**config.mk**
```make
export PLATFORM = sky130hd
export DESIGN_NAME = mem_port_arbiter
export DESIGN_NICKNAME = d
export VERILOG_FILES = /design/src/rtl/mem_arb_pkg.sv /design/src/rtl/arb_burst_picker.sv /design/src/rtl/mem_port_arbiter.sv
export SDC_FILE = /design/constraint.sdc
export NUM_CORES = 1
export LEC_CHECK = 0
export CORE_MARGIN = 10
export CORE_UTILIZATION = 39
export CTS_BUF_LIST = sky130_fd_sc_hd__clkbuf_8
export DETAILED_ROUTE_END_ITERATION = 10
export GPL_TIMING_DRIVEN = 1
export PLACE_DENSITY = 0.84
export REMOVE_ABC_BUFFERS = 1
export SYNTH_ARGS = -nofsm -noshare
export SYNTH_HDL_FRONTEND = slang
export SYNTH_SLANG_ARGS = --single-unit
```
**constraint.sdc**
```tcl
create_clock -name clk -period 1.8 [get_ports clk]
set_input_delay 0.45 -clock clk [delete_from_list [all_inputs] [get_ports clk]]
set_output_delay 0.45 -clock clk [all_outputs]
set_load 0.03 [all_outputs]
```
**src/rtl/mem_arb_pkg.sv**
```systemverilog
// Shared types and helpers for the memory-port arbiter: FSM states, requester ids and
// word-alignment test.
package mem_arb_pkg;

   typedef enum logic [1:0] {IDLE, ACCESS, RESP} state_t;

   typedef enum logic {OWN_CPU, OWN_LDR} owner_t;

   localparam int unsigned WORD_ALIGN_BITS = 2;

   function automatic logic is_aligned(input logic [WORD_ALIGN_BITS-1:0] lsbs);
      return lsbs == '0;
   endfunction

endpackage

```
**src/rtl/arb_burst_picker.sv**
```systemverilog
// Winner selection with a bounded burst: the current owner keeps winning ties until it has
// taken MAX_BURST consecutive grants.
module arb_burst_picker
   import mem_arb_pkg::*;
#(
   parameter int unsigned MAX_BURST = 4
) (
   input  logic   clk,
   input  logic   reset,
   input  logic   cpu_req,
   input  logic   ldr_req,
   input  logic   grant,
   output owner_t winner
);

   localparam int unsigned CntW = $clog2(MAX_BURST + 1);
   localparam logic [CntW-1:0] CntMax = CntW'(MAX_BURST);
   localparam logic [CntW-1:0] CntOne = CntW'(1);

   owner_t          owner_q, owner_d;
   logic [CntW-1:0] cnt_q, cnt_d;

   always_comb begin
      winner = owner_q;
      if (cpu_req && ldr_req) begin
         if (cnt_q >= CntMax) begin
            winner = (owner_q == OWN_CPU) ? OWN_LDR : OWN_CPU;
         end
      end else if (cpu_req) begin
         winner = OWN_CPU;
      end else if (ldr_req) begin
         winner = OWN_LDR;
      end
   end

   always_comb begin
      owner_d = owner_q;
      cnt_d   = cnt_q;
      if (grant) begin
         if (winner == owner_q) begin
            if (cnt_q < CntMax) begin
               cnt_d = cnt_q + CntOne;
            end
         end else begin
            owner_d = winner;
            cnt_d   = CntOne;
         end
      end
   end

   always_ff @(posedge clk or negedge reset) begin
      if (!reset) begin
         owner_q <= OWN_CPU;
         cnt_q   <= '0;
      end else begin
         owner_q <= owner_d;
         cnt_q   <= cnt_d;
      end
   end

endmodule

```
**src/rtl/mem_port_arbiter.sv**
```systemverilog
// Two-requester arbiter/sequencer for the unified memory port: fixed IDLE->ACCESS->RESP
// transaction, ROM/RAM decode and misaligned-word rejection.
module mem_port_arbiter
   import mem_arb_pkg::*;
#(
   parameter int unsigned           DATA_WIDTH = 32,
   parameter int unsigned           ADDR_WIDTH = 32,
   parameter int unsigned           MAX_BURST  = 4,
   parameter logic [ADDR_WIDTH-1:0] RAM_BASE   = 32'h1001_0000
) (
   input  logic                  clk,
   input  logic                  reset,
   input  logic                  cpu_req,
   input  logic                  cpu_we,
   input  logic [ADDR_WIDTH-1:0] cpu_addr,
   input  logic [DATA_WIDTH-1:0] cpu_wdata,
   output logic                  cpu_ack,
   output logic                  cpu_err,
   input  logic                  ldr_req,
   input  logic                  ldr_we,
   input  logic [ADDR_WIDTH-1:0] ldr_addr,
   input  logic [DATA_WIDTH-1:0] ldr_wdata,
   output logic                  ldr_ack,
   output logic                  ldr_err,
   output logic [DATA_WIDTH-1:0] rdata,
   output logic [ADDR_WIDTH-1:0] mem_addr,
   output logic [DATA_WIDTH-1:0] mem_wdata,
   output logic                  mem_we,
   output logic                  mem_sel,
   input  logic [DATA_WIDTH-1:0] mem_q,
   output logic                  busy
);

   state_t                state_q, state_d;
   owner_t                who_q, who_d;
   owner_t                winner;
   logic [ADDR_WIDTH-1:0] addr_q, addr_d;
   logic [DATA_WIDTH-1:0] wdata_q, wdata_d;
   logic                  we_q, we_d;
   logic                  grant;
   logic                  aligned;
   logic                  resp;

   assign grant   = (state_q == IDLE) && (cpu_req || ldr_req);
   assign aligned = is_aligned(addr_q[WORD_ALIGN_BITS-1:0]);
   assign resp    = (state_q == RESP);

   arb_burst_picker #(
      .MAX_BURST(MAX_BURST)
   ) u_picker (
      .clk    (clk),
      .reset  (reset),
      .cpu_req(cpu_req),
      .ldr_req(ldr_req),
      .grant  (grant),
      .winner (winner)
   );

   // Payload is captured only on the IDLE grant, so later requester changes are ignored.
   always_comb begin
      state_d = state_q;
      who_d   = who_q;
      addr_d  = addr_q;
      wdata_d = wdata_q;
      we_d    = we_q;
      unique case (state_q)
         IDLE: begin
            if (grant) begin
               state_d = ACCESS;
               who_d   = winner;
               if (winner == OWN_LDR) begin
                  addr_d  = ldr_addr;
                  wdata_d = ldr_wdata;
                  we_d    = ldr_we;
               end else begin
                  addr_d  = cpu_addr;
                  wdata_d = cpu_wdata;
                  we_d    = cpu_we;
               end
            end
         end
         ACCESS:  state_d = RESP;
         RESP:    state_d = IDLE;
         default: state_d = IDLE;
      endcase
   end

   always_ff @(posedge clk or negedge reset) begin
      if (!reset) begin
         state_q <= IDLE;
         who_q   <= OWN_CPU;
         addr_q  <= '0;
         wdata_q <= '0;
         we_q    <= 1'b0;
      end else begin
         state_q <= state_d;
         who_q   <= who_d;
         addr_q  <= addr_d;
         wdata_q <= wdata_d;
         we_q    <= we_d;
      end
   end

   // Outputs decode straight from state so an asynchronous reset drops mem_we at once.
   always_comb begin
      mem_addr  = addr_q;
      mem_wdata = wdata_q;
      mem_sel   = (addr_q >= RAM_BASE);
      mem_we    = (state_q == ACCESS) && we_q && aligned;
      busy      = (state_q != IDLE);
      cpu_ack   = resp && (who_q == OWN_CPU);
      ldr_ack   = resp && (who_q == OWN_LDR);
      cpu_err   = cpu_ack && !aligned;
      ldr_err   = ldr_ack && !aligned;
      rdata     = (resp && !we_q && aligned) ? mem_q : '0;
   end

endmodule

```
==> impl_metrics.csv <==
group,metric,value,unit
status,status,"finished, violations left",
status,violations,"negative setup slack",
global_routing,top_usage_layer,"met2",
yosys,synth_area_leaders,"dfrtp_1, o2111ai_1, nand3_1, o21ai_0, and2_1",
timing,fin_setup_tns,-13.16,ns
floorplan,ios,269,
worst_setup_path,worstSetupEndpointType,"output port",
place,portBuffers,268,
yosys,ys_seq_area_share,40.8,%
floorplan,design.core.area,11000,um2
floorplan,row_count,38,
global_routing,grt_overflow,0,
floorplan,chipWidth,126,um
timing,grt_setup_unrepaired,"yes",
power_and_ir_drop,p_comb_share,66.8,%
route,drc_errors,0,
global_routing,grt_use_total,26.0,%
power_and_ir_drop,power_density,1640,nW/um2
yosys,synth_cell_types,37,
route,ant_nets,0,
timing,maxSlewHeadroom,39.1,%
floorplan,initial_core_util,40.2,%
yosys,synthArstFlopShare,100,%
worst_setup_path,cp_slowest_cell,"dfrtp_1",
worst_setup_path,worst_setup_path_start_kind,"register",
cts,h-tree-depth,3,
route,routed_via_density,6.63,
power_and_ir_drop,pwr-share-seq,23.3,%
yosys,ys_top_cells_by_count,"o2111ai_1, dfrtp_1, nand3_1",
yosys,syn_area,4410,um2
worst_setup_path,worst-endpoint-arrival,1.80,ns
min_path,hold_class,"in2async",
global_routing,use_met3,7.71,%
global_routing,grt_max_degree,74,
yosys,yosys_most_used_dff,"dfrtp_1",
job,drv_cap,0,
final_layout,fin_nets,895,
final_layout,finalNonFillerCells,873,
yosys,synth_seq_cells,72,
timing,tightest_slew,0.913,ns
cts,ctsLongestPathBuffers,2,
cts,clk_pin_slew,0.08,ns
yosys,ys.warnings.count,0,
timing,worst_slack,-0.445,ns
worst_setup_path,critical_path_required,1.35,ns
final_layout,syn_to_final_growth,79.2,%
cts,cts_tree,"yes",
global_routing,grt_antenna_before_repair,0,
cts,cts_num_sinks,72,
cts,root_buffer,"clkbuf_8",
global_routing,grt_pass1_vias,5657,
cts,cts-buffers-inserted,9,
final_layout,final_util,72.0,%
global_routing,grt_pass1_wl,33800,um
place,dpl.hpwl,15200,um
timing,period_needed,2.25,ns
power_and_ir_drop,power.share.clock,9.9,%
timing,maxSlewViolCount,0,
route,wl,24000,um
worst_setup_path,cp_max_fo,2,
final_layout,drive_gt1_share,21.4,%
floorplan,die_h,126,um
power_and_ir_drop,p_sw,6790,uW
place,dp.cells,844,
power_and_ir_drop,p_int,6180,uW
timing,setup_viol,36,
route,drtPass1Iterations,5,
cts,clkLatencyLatePin,0.36,ns
route,routedWlPerCell,27.5,um
yosys,synth_top_area_share,40.8,%
route,vias,5789,
yosys,syn_inst,477,
timing,period_share,125,%
power_and_ir_drop,peakVddDrop,0.000920,V
power_and_ir_drop,p_leak,0.00328,uW
place,gp_routability_congestion,0.858,
global_routing,use_met1,30.0,%
yosys,synth-edff-count,0,
yosys,synth.most_common_cell,"o2111ai_1",
route,drt_iter0_markers,660,
worst_setup_path,slowest_delay,0.42,ns
yosys,yosys.area.top_type,"dfrtp_1",
worst_setup_path,cp_cell_sequence,"nor4_4, nand3_1, a2111o_1, buf_6",
final_layout,antenna_cells,0,
timing,finalHoldViolCount,0,
timing,whs,0.0929,ns
power_and_ir_drop,total_power,13000,uW
yosys,avgSynthCellArea,9.25,um2
timing,skew,0.0107,ns
power_and_ir_drop,switching_share,52.3,%
worst_setup_path,worstSetupPathType,"reg2out",
floorplan,dieArea,16000,um2
timing,fmax,445,MHz
global_routing,use_met2,44.2,%
[cell families after synthesis]
logic type	after synthesis	share of synthesized area, %
AOI/OAI and AO/OA	204	35.1
and+or+nand+nor	114	14.3
buffers and inverters	82	8.67
DFF	72	40.8
xor gates and xnor gates	2	0.397
muxes	2	0.482
adders and majority gates	1	0.283
[power by group through the flow]
| stage | clock (uW) | combinational, uW | sequential, uW |
|---|---|---|---|
| after floorplan | 0 | 2560 | 4250 |
| after global placement | 0 | 8060 | 2880 |
| after detailed placement | 0 | 8250 | 2930 |
| after CTS | 1280 | 8060 | 2950 |
| after global routing | 1360 | 9110 | 3080 |
| final | 1290 | 8670 | 3020 |
[what timing repair did]
item                       in CTS  in global routing
setup endpoints to repair     122                 41
pin swaps                      12                 24
hold buffers                    0                  0
setup buffers                   2                  9
gates resized for setup       112                 31
cloned                          1                  4
[layout make-up]
| cell class | count | area [um2] |
|---|---|---|
| clock buffers | 9 | 124 |
| clock inverters | 7 | 63.8 |
| fillers | 783 | 3070 |
| inverters | 7 | 31.3 |
| multi-input cells | 324 | 2430 |
| flip-flops and latches | 72 | 1800 |
| well taps | 140 | 175 |
| repair buffers | 314 | 3280 |
[sequential cells by signal, indices dropped and copies added, names as in the netlist]
register,count
mem_addr,32
mem_wdata,32
state_q,2
u_picker.cnt_q,3
u_picker.owner_q,1
we_q,1
who_q,1
[metal layers]
layer / share of wire [%] / wire, um
met4: 3.8 / 899
met2: 50 / 12100
met3: 11 / 2580
met1: 35 / 8440
met5: 0 / 0
[final timing paths]
kind,slack [ns],to,from,cells past startpoint
worst max-delay path,-0.45,mem_sel,mem_addr[17],4
worst min-delay path,0.09,mem_wdata[21],reset,2
worst max register to register,0.03,mem_wdata[29],u_picker.cnt_q[2],4
worst min register to register,0.49,u_picker.cnt_q[0],u_picker.cnt_q[0],1
max in group asynchronous,1.36,mem_addr[1],reset,2
min in group clk,0.49,u_picker.cnt_q[0],u_picker.cnt_q[0],1
[critical path, delay by kind of cell (launching register included)]
kind                   cells  cell delay, ns
buffers and inverters      1            0.15
AND/OR/NAND/NOR            2            0.44
AO/OA/AOI/OAI              1            0.41
flip-flops                 1            0.42
[placed cells by master, fill, tap and decap left out, drive strengths merged, types with 2 or more instances in the layout]
| cell | count |
|---|---|
| clkdlybuf4s50 | 162 |
| inv | 7 |
| nor4 | 4 |
| dlygate4sd2 | 62 |
| o2111ai | 130 |
| clkinv | 4 |
| clkinvlp | 2 |
| nand3 | 66 |
| buf | 85 |
| nor3 | 2 |
| xor2 | 2 |
| clkbuf | 12 |
| and2 | 32 |
| o21ai | 66 |
| nor2 | 5 |
| dfrtp | 72 |
| a32o | 2 |
[per-stage QoR]
step | worst slack [ns] | area (um2)
6_report | -0.445 | 7910
5_1_grt | -0.536 | 7910
4_1_cts | -0.407 | 7690
3_5_place_dp | -0.0730 | 7380
3_3_place_gp | -0.0787 | 7380
2_1_floorplan | -1.91 | 4060
(Power assumes the default switching activity.)
